File: config.mk
export PLATFORM = sky130hd
export DESIGN_NAME = sparc_exu_rrarb_n
export DESIGN_NICKNAME = d
export VERILOG_FILES = /design/src/rtl/sparc_exu_rrarb_n_pkg.sv /design/src/rtl/sparc_exu_rrarb_n_pick.sv /design/src/rtl/sparc_exu_rrarb_n.sv
export SDC_FILE = /design/constraint.sdc
export NUM_CORES = 1
export LEC_CHECK = 0
export BUFFER_PORTS_ARGS = -buffer_cell sky130_fd_sc_hd__buf_2
export CORE_MARGIN = 2
export CORE_UTILIZATION = 30
export DETAILED_ROUTE_END_ITERATION = 10
export PLACE_DENSITY_LB_ADDON = 0.08
export SLEW_MARGIN = 10
export SYNTH_ARGS = -nofsm -noshare
export SYNTH_HDL_FRONTEND = slang
export SYNTH_SLANG_ARGS = --single-unit
File: constraint.sdc
create_clock -name clk -period 8.9 [get_ports clk]
set_clock_uncertainty 0.15 [all_clocks]
set_input_delay 1.78 -clock clk [delete_from_list [all_inputs] [get_ports clk]]
set_output_delay 1.78 -clock clk [all_outputs]
set_load 0.01 [all_outputs]
File: src/rtl/sparc_exu_rrarb_n_pkg.sv
// Shared definitions for the N-way round-robin arbiter: FSM encodings and
// the starvation threshold used when SPARC_EXU_RRARB_STARVE_DET_EN is defined.
package sparc_exu_rrarb_defs;

  typedef enum logic {
    RRARB_ST_ARB    = 1'b0,
    RRARB_ST_LOCKED = 1'b1
  } rrarb_st_e;

  localparam logic [3:0] RRARB_STARVE_MAX = 4'hF;

endpackage

File: src/rtl/sparc_exu_rrarb_n_pick.sv
// Circular find-first-set: the first requesting index at or after the one-hot
// start position. The request vector is doubled, masked and folded.
module sparc_exu_rrarb_pick #(
  parameter int NREQ = 4,
  parameter int IDW  = 2
) (
  input  logic [NREQ-1:0] req_vec,
  input  logic [NREQ-1:0] start_vec,
  output logic [NREQ-1:0] grant_vec,
  output logic [IDW-1:0]  grant_id
);

  logic [NREQ-1:0]   therm;
  logic [2*NREQ-1:0] dbl;
  logic [2*NREQ-1:0] hit;
  logic              acc;
  logic              found;

  always_comb begin
    therm = '0;
    acc   = 1'b0;
    for (int i = 0; i < NREQ; i++) begin
      acc      = acc | start_vec[i];
      therm[i] = acc;
    end
    // Lower copy only sees indices at or after start; upper copy supplies the wrap.
    dbl   = {req_vec, req_vec & therm};
    hit   = '0;
    found = 1'b0;
    for (int i = 0; i < 2*NREQ; i++) begin
      if (dbl[i] && !found) begin
        hit[i] = 1'b1;
        found  = 1'b1;
      end
    end
    grant_vec = hit[NREQ-1:0] | hit[2*NREQ-1:NREQ];
    grant_id  = '0;
    for (int i = 0; i < NREQ; i++) begin
      if (grant_vec[i]) grant_id = grant_id | IDW'(i);
    end
  end

endmodule

File: src/rtl/sparc_exu_rrarb_n.sv
// N-way weighted round-robin arbiter with lock mode. Optional starvation
// detection is built when SPARC_EXU_RRARB_STARVE_DET_EN is defined.
module sparc_exu_rrarb_n
  import sparc_exu_rrarb_defs::*;
#(
  parameter int NREQ = 4,
  parameter int IDW  = 2,
  parameter int WW   = 2
) (
  input  logic               clk,
  input  logic               reset,
  input  logic               se,
  input  logic [NREQ-1:0]    req_vec,
  input  logic [NREQ*WW-1:0] weight_vec,
  input  logic               advance,
  input  logic               lock,
  output logic [NREQ-1:0]    grant_vec,
  output logic               grant_vld,
  output logic [IDW-1:0]     grant_id,
  output logic               starve
);

  logic [NREQ-1:0] last_q;
  logic [WW-1:0]   cnt_q;
  logic            stay_q;
  rrarb_st_e       st_q;

  logic [NREQ-1:0] start_vec;
  logic            hold;
  logic [WW-1:0]   w_sel;
  logic [WW-1:0]   cnt_nxt;
  logic            stay_nxt;
  logic            unused_se;

  assign unused_se = se;

  // A locked holder that still requests sits at the start point, so the
  // same picker serves both the locked and the arbitrating case.
  assign hold      = (st_q == RRARB_ST_LOCKED) && |(req_vec & last_q);
  assign start_vec = (hold || stay_q) ? last_q : {last_q[NREQ-2:0], last_q[NREQ-1]};

  sparc_exu_rrarb_pick #(.NREQ(NREQ), .IDW(IDW)) u_pick (
    .req_vec   (req_vec),
    .start_vec (start_vec),
    .grant_vec (grant_vec),
    .grant_id  (grant_id)
  );

  assign grant_vld = |grant_vec;

  always_comb begin
    w_sel = '0;
    for (int i = 0; i < NREQ; i++) begin
      if (grant_vec[i]) w_sel = weight_vec[i*WW +: WW];
    end
    if ((grant_vec == last_q) && stay_q)
      cnt_nxt = (cnt_q == {WW{1'b1}}) ? cnt_q : cnt_q + WW'(1);
    else
      cnt_nxt = '0;
    stay_nxt = (cnt_nxt < w_sel);
  end

  always_ff @(posedge clk) begin
    if (reset) begin
      last_q <= {1'b1, {(NREQ-1){1'b0}}};
      cnt_q  <= '0;
      stay_q <= 1'b0;
      st_q   <= RRARB_ST_ARB;
    end else if (advance && grant_vld) begin
      last_q <= grant_vec;
      cnt_q  <= cnt_nxt;
      stay_q <= stay_nxt;
      st_q   <= lock ? RRARB_ST_LOCKED : RRARB_ST_ARB;
    end else if ((st_q == RRARB_ST_LOCKED) && !hold) begin
      st_q <= RRARB_ST_ARB;
    end
  end

`ifdef SPARC_EXU_RRARB_STARVE_DET_EN
  logic [NREQ-1:0][3:0] wait_q;
  logic [NREQ-1:0]      at_max;

  always_ff @(posedge clk) begin
    if (reset) begin
      wait_q <= '0;
    end else begin
      for (int i = 0; i < NREQ; i++) begin
        if (req_vec[i] && !grant_vec[i]) begin
          if (wait_q[i] != RRARB_STARVE_MAX) wait_q[i] <= wait_q[i] + 4'd1;
        end else begin
          wait_q[i] <= '0;
        end
      end
    end
  end

  always_comb begin
    at_max = '0;
    for (int i = 0; i < NREQ; i++) at_max[i] = (wait_q[i] == RRARB_STARVE_MAX);
  end

  assign starve = |at_max;
`else
  assign starve = 1'b0;
`endif

endmodule

# Word-level counts from Yosys, hierarchy flattened
# Index checks and enable logic that the tools add are counted.
[op_classes] mux=27 order_cmp=1 reduce_logical=23 add_sub_neg=1 n_bitwise=6 n_eq_ne=2
[op_table] operator="1-bit two-way mux" count=18
[op_table] operator="2-bit two-way mux" count=8
[op_table] operator="1-bit logical AND" count=11
[op_table] operator="4-bit AND" count=2
[op_table] operator="1-bit zero test" count=8
[op_table] operator="4-bit OR reduction" count=2
[op_table] operator="4-bit == test" count=1
[op_table] operator="4-bit two-way mux" count=1
[op_table] operator="4-bit bitwise OR" count=1
[op_table] operator="1-bit bitwise OR" count=3
[op_table] operator="2-bit by 1-bit adder with 2-bit output (second input constant)" count=1
[op_table] operator="2-bit == test (second input constant)" count=1
[op_table] operator="2-bit < comparator" count=1
[op_table] operator="2-bit nonzero test" count=1
[op_table] operator="1-bit logical OR" count=1
[totals] word_cells=64 ff_bits=8 output_inout_bits=8 input_bits=17

# Longest topological paths before layout
[depth] word_depth=37 depth_mapped=15 ltp_nobuf=13

# Cells and area by module
# A second synthesis with hierarchy kept.
[unflattened] hier_cells=96 area_unflattened_um2=749.5
[modules_own_cells] module="sparc_exu_rrarb_n" n_inst=1 seq_area_each_um2=160.2 area_per_inst_um2=570.5 cells_per_inst=69
[modules_own_cells] module="sparc_exu_rrarb_pick" n_inst=1 seq_area_each_um2=0.0 area_per_inst_um2=178.9 cells_per_inst=27

# Least setup slack after synthesis
# OpenSTA, ideal clock, no wires.
[synth_timing] path_type="in2out" from="in req_vec[2]" to="out grant_vld" path_slack_ns=3.472 t_arrival_ns=3.498 path_buffers=1 cell_stages=7 required_time_ns=6.970 cell_sequence="a22o_4 a221o_1 a32oi_4 o32ai_1 and2_1 buf_6 or3_2"
[synth_via] word_cells_on_any_way=39 cone_classes="mux: 15; bitwise: 6; reduce/logical: 18"
[synth_lines] element="start, declared" line="sparc_exu_rrarb_n.sv:13" rtl="input logic [NREQ-1:0] req_vec,"
[synth_lines] element="4-bit AND" line="sparc_exu_rrarb_n.sv:39" rtl="assign hold = (st_q == RRARB_ST_LOCKED) && |(req_vec & last_q);"
[synth_lines] element="4-bit OR reduction" line="sparc_exu_rrarb_n.sv:39"
[synth_lines] element="1-bit logical AND" line="sparc_exu_rrarb_n.sv:39"
[synth_lines] element="1-bit logical OR" line="sparc_exu_rrarb_n.sv:40" rtl="assign start_vec = (hold || stay_q) ? last_q : {last_q[NREQ-2:0], last_q[NREQ-1]};"
[synth_lines] element="4-bit two-way mux" line="sparc_exu_rrarb_n.sv:40"
[synth_lines] element="4-bit AND (*)" line="sparc_exu_rrarb_n_pick.sv:27" rtl="dbl = {req_vec, req_vec & therm};"
[synth_lines] element="1-bit two-way mux" line="sparc_exu_rrarb_n_pick.sv:31" rtl="if (dbl[i] && !found) begin"
[synth_lines] element="1-bit zero test" line="sparc_exu_rrarb_n_pick.sv:31"
[synth_lines] element="[6 not listed]"
[synth_lines] element="1-bit logical AND" line="sparc_exu_rrarb_n_pick.sv:31"
[synth_lines] element="1-bit two-way mux" line="sparc_exu_rrarb_n_pick.sv:31"
[synth_lines] element="1-bit zero test" line="sparc_exu_rrarb_n_pick.sv:31"
[synth_lines] element="1-bit logical AND" line="sparc_exu_rrarb_n_pick.sv:31"
[synth_lines] element="1-bit two-way mux" line="sparc_exu_rrarb_n_pick.sv:31"
[synth_lines] element="4-bit bitwise OR (*)" line="sparc_exu_rrarb_n_pick.sv:36" rtl="grant_vec = hit[NREQ-1:0] | hit[2*NREQ-1:NREQ];"
[synth_lines] element="via grant_vec[0]" line="sparc_exu_rrarb_n.sv:17" rtl="output logic [NREQ-1:0] grant_vec,"
[synth_lines] element="4-bit OR reduction (*)" line="sparc_exu_rrarb_n.sv:49" rtl="assign grant_vld = |grant_vec;"
[synth_lines] element="end, declared" line="sparc_exu_rrarb_n.sv:18" rtl="output logic grant_vld,"
# Mark *: on every way through the listed nets, which the timed path passes. The rest lies on a longest branch.

# Worst setup path in the final report
[layout_timing] from="in req_vec[2]" to="out grant_vld"
[layout_via] elab_chain_len=30 word_cells_on_any_way=39 cone_classes="mux: 15; bitwise: 6; reduce/logical: 18"
[layout_lines] element="4-bit AND" line="sparc_exu_rrarb_n.sv:39"
[layout_lines] element="4-bit OR reduction" line="sparc_exu_rrarb_n.sv:39"
[layout_lines] element="1-bit logical AND" line="sparc_exu_rrarb_n.sv:39"
[layout_lines] element="1-bit logical OR" line="sparc_exu_rrarb_n.sv:40"
[layout_lines] element="4-bit two-way mux" line="sparc_exu_rrarb_n.sv:40"
[layout_lines] element="4-bit AND" line="sparc_exu_rrarb_n_pick.sv:27"
[layout_lines] element="1-bit two-way mux" line="sparc_exu_rrarb_n_pick.sv:31"
[layout_lines] element="1-bit zero test" line="sparc_exu_rrarb_n_pick.sv:31"
[layout_lines] element="[14 not listed]"
[layout_lines] element="1-bit zero test" line="sparc_exu_rrarb_n_pick.sv:31"
[layout_lines] element="1-bit logical AND" line="sparc_exu_rrarb_n_pick.sv:31"
[layout_lines] element="1-bit two-way mux" line="sparc_exu_rrarb_n_pick.sv:31"
[layout_lines] element="1-bit zero test" line="sparc_exu_rrarb_n_pick.sv:31"
[layout_lines] element="1-bit logical AND" line="sparc_exu_rrarb_n_pick.sv:31"
[layout_lines] element="1-bit two-way mux" line="sparc_exu_rrarb_n_pick.sv:31"
[layout_lines] element="4-bit bitwise OR (*)" line="sparc_exu_rrarb_n_pick.sv:36"
[layout_lines] element="4-bit OR reduction (*)" line="sparc_exu_rrarb_n.sv:49"
# Mark *: on every way between the ends. The rest lies on a longest branch, timed or not.

==> out/qor.txt <==
Num CTS Buffers = 3
Leak Pwr = 0.380 nW
Worst Path Arrival = 3810 ps
Ys Warns = 0
Max Fclk = 174 MHz
Min-delay worst type = reg2reg
Clock Latency Late Sink = 250 ps
Number of diodes = 0
DP HPWL = 1600 µm
Die Wd = 57.5 µm
Initial core utilization = 31.4%
Final Hold Viols = 0
Die height = 57.5 µm
Hold_buf cts = 0
Via density = 5.67
Non-Filler Instances = 144
Total GRT Usage = 14.2%
CP required = 6970 ps
Crit Path Max Fanout = 7
Syn_nets = 115
Tmin final = 5740 ps
Final Util = 34.6%
RSZ-0062 raised after global routing = false
CP max stage cell = or3_2
DRC viols = 0
Crit path cell chain = buf_2, a22o_4, a221o_1, a32oi_4, o32ai_1, and2_1, or3_2, buf_2
Startpoint Class = input pin
Share of flip-flops with an asynchronous set or reset = 0%
Remaining Overflow, GRT = 0
Port buffer count = 22
Num rows = 19
Clock buffer depth = 2
Synth-to-layout area growth = 10.2%
Seq/Total Area, Yosys = 18.6%
Tightest Pin Transition = 560 ps
Core Area = 2730 µm²
Post-synth EDFFs = 0
WL/cell = 14.7 µm
Vias in the first global route = 773
Mapped cell area = 860 µm²
Clock-pin transition on the worst setup and hold timing paths = 50 ps
DRT Pass-1 Iters = 4
CTS sink count = 8
Worst vdd ir = 0.0000873 V
Setup_tns = 0 ps
Io pins = 25
Die area = 3310 µm²
Mapped Cells = 97
Max-slew violations = 0
Top cell type's share of synthesized area = 18.6%
Final period util = 64.5%
Crit Path Class = in2out
Largest net degree at the start of global routing = 13
Setup Buffers After CTS = 0
Crit end category = output pin
Avg Inst Size Synth = 8.86 µm²
Yosys cell types = 53
Layout cell share with drive strength beyond 1 = 35.4%
Dpl cells = 141
PwrDens = 234 nW/µm²
Iter 0 DRT Violations = 24
Clock Root Buffer = clkbuf_4
Overall power = 0.000222 W
Slew Limit Headroom = 62.6%
Setup violations, final = 0
H-tree levels = 1
CTS tree = built
Gp weighted congestion = 0.770
Post-DRT Antenna Nets = 0
Top_reg_cell synth = dfxtp_1
Antenna violations before repair = 0
Synth area leaders = dfxtp_1 (19%), buf_6 (7.9%), nor2_1 (4.4%)
Most common cell on crit path = buf_2
Vias = 817
First-pass GRT wire length = 3570 µm
Slowest cell delay on critical path = 500 ps
Outcome = completed
Max_cap viols = 0
CTS resizes = 0
Register bit total from synthesis = 8
Nets = 133
Most frequent cell after synthesis = nor2_1
Post-synth top cells = nor2_1 (10), dfxtp_1 (8), buf_6 (6)
Total Wirelength = 2110 µm
Cell taking the most area after synthesis = dfxtp_1
-- critical path: cells and delay by family --
kind | cells | cell delay, ps
buffers and inverters | 2 | 260
AO/OA/AOI/OAI | 4 | 990
AND/OR/NAND/NOR | 2 | 790
-- path summary, 6_finish.rpt --
check	cells after the start	from	slack, ps	to
setup / recovery	8	req_vec[2]	3160	grant_vld
hold / removal	2	cnt_q[0]	360	cnt_q[0]
setup reg to reg	12	last_q[0]	5550	stay_q
hold reg to reg	2	cnt_q[0]	360	cnt_q[0]
-- logic make-up after synthesis --
family / Yosys count / share of synthesized area [%]
AND/OR/NAND/NOR: 38 / 26.5
XOR/XNOR: 4 / 4.08
flip-flops: 8 / 18.6
other: 1 / 0.436
AO/OA/AOI/OAI: 30 / 34.9
adder cells (fa/ha/maj): 1 / 1.46
multiplexers: 2 / 2.47
buffers and inverters: 13 / 11.5
-- registers in the layout, summed over array words and instances (netlist names) --
| register | count |
|---|---|
| stay_q | 1 |
| st_q | 1 |
| last_q | 4 |
| cnt_q | 2 |
-- stage by stage --
stage,setup slack (ps),cell area [µm²],hold WS [ps]
floorplan,3470,860,326
global placement,3150,925,347
detailed placement,3140,925,352
CTS,3140,947,362
global route,3040,947,382
finish,3160,947,356
-- cell type report --
type	count	area [µm²]
clock buffers	3	22.5
fillers	278	1790
inverters	4	15.0
multi-input cells	76	601
flip-flops and latches	8	160
well taps	31	38.8
repair buffers	22	110
-- metal layers --
layer	vias up	global-route usage [%]	wire [µm]
met5	-	0	0
met2	10	23.4	1050
met4	0	6.98	27
met3	4	1.81	47
li1	406	-	-
met1	397	18.0	983
-- power by group --
group	internal, W	total, W	switching [W]
combinational	0.0000638	0.000137	0.0000736
clock	0.0000154	0.0000271	0.0000117
sequential	0.0000419	0.0000573	0.0000154
-- cell usage in the layout (no fill, tap or decap), types with 2 or more instances in the layout --
master and instances:
buf_2 22, nor2_1 10, dfxtp_1 8, nor3_1 5, nand2_1 4, inv_1 4, a22oi_1 3, clkbuf_4 3
a221o_1 2, nand2b_1 2, a211oi_2 2, or2_2 2, o32ai_1 2, o21a_1 2, o211ai_1 2, xnor2_1 2
xor2_1 2, a221oi_1 2, nand3b_1 2
Note: power is estimated with default switching activity, not from simulation.
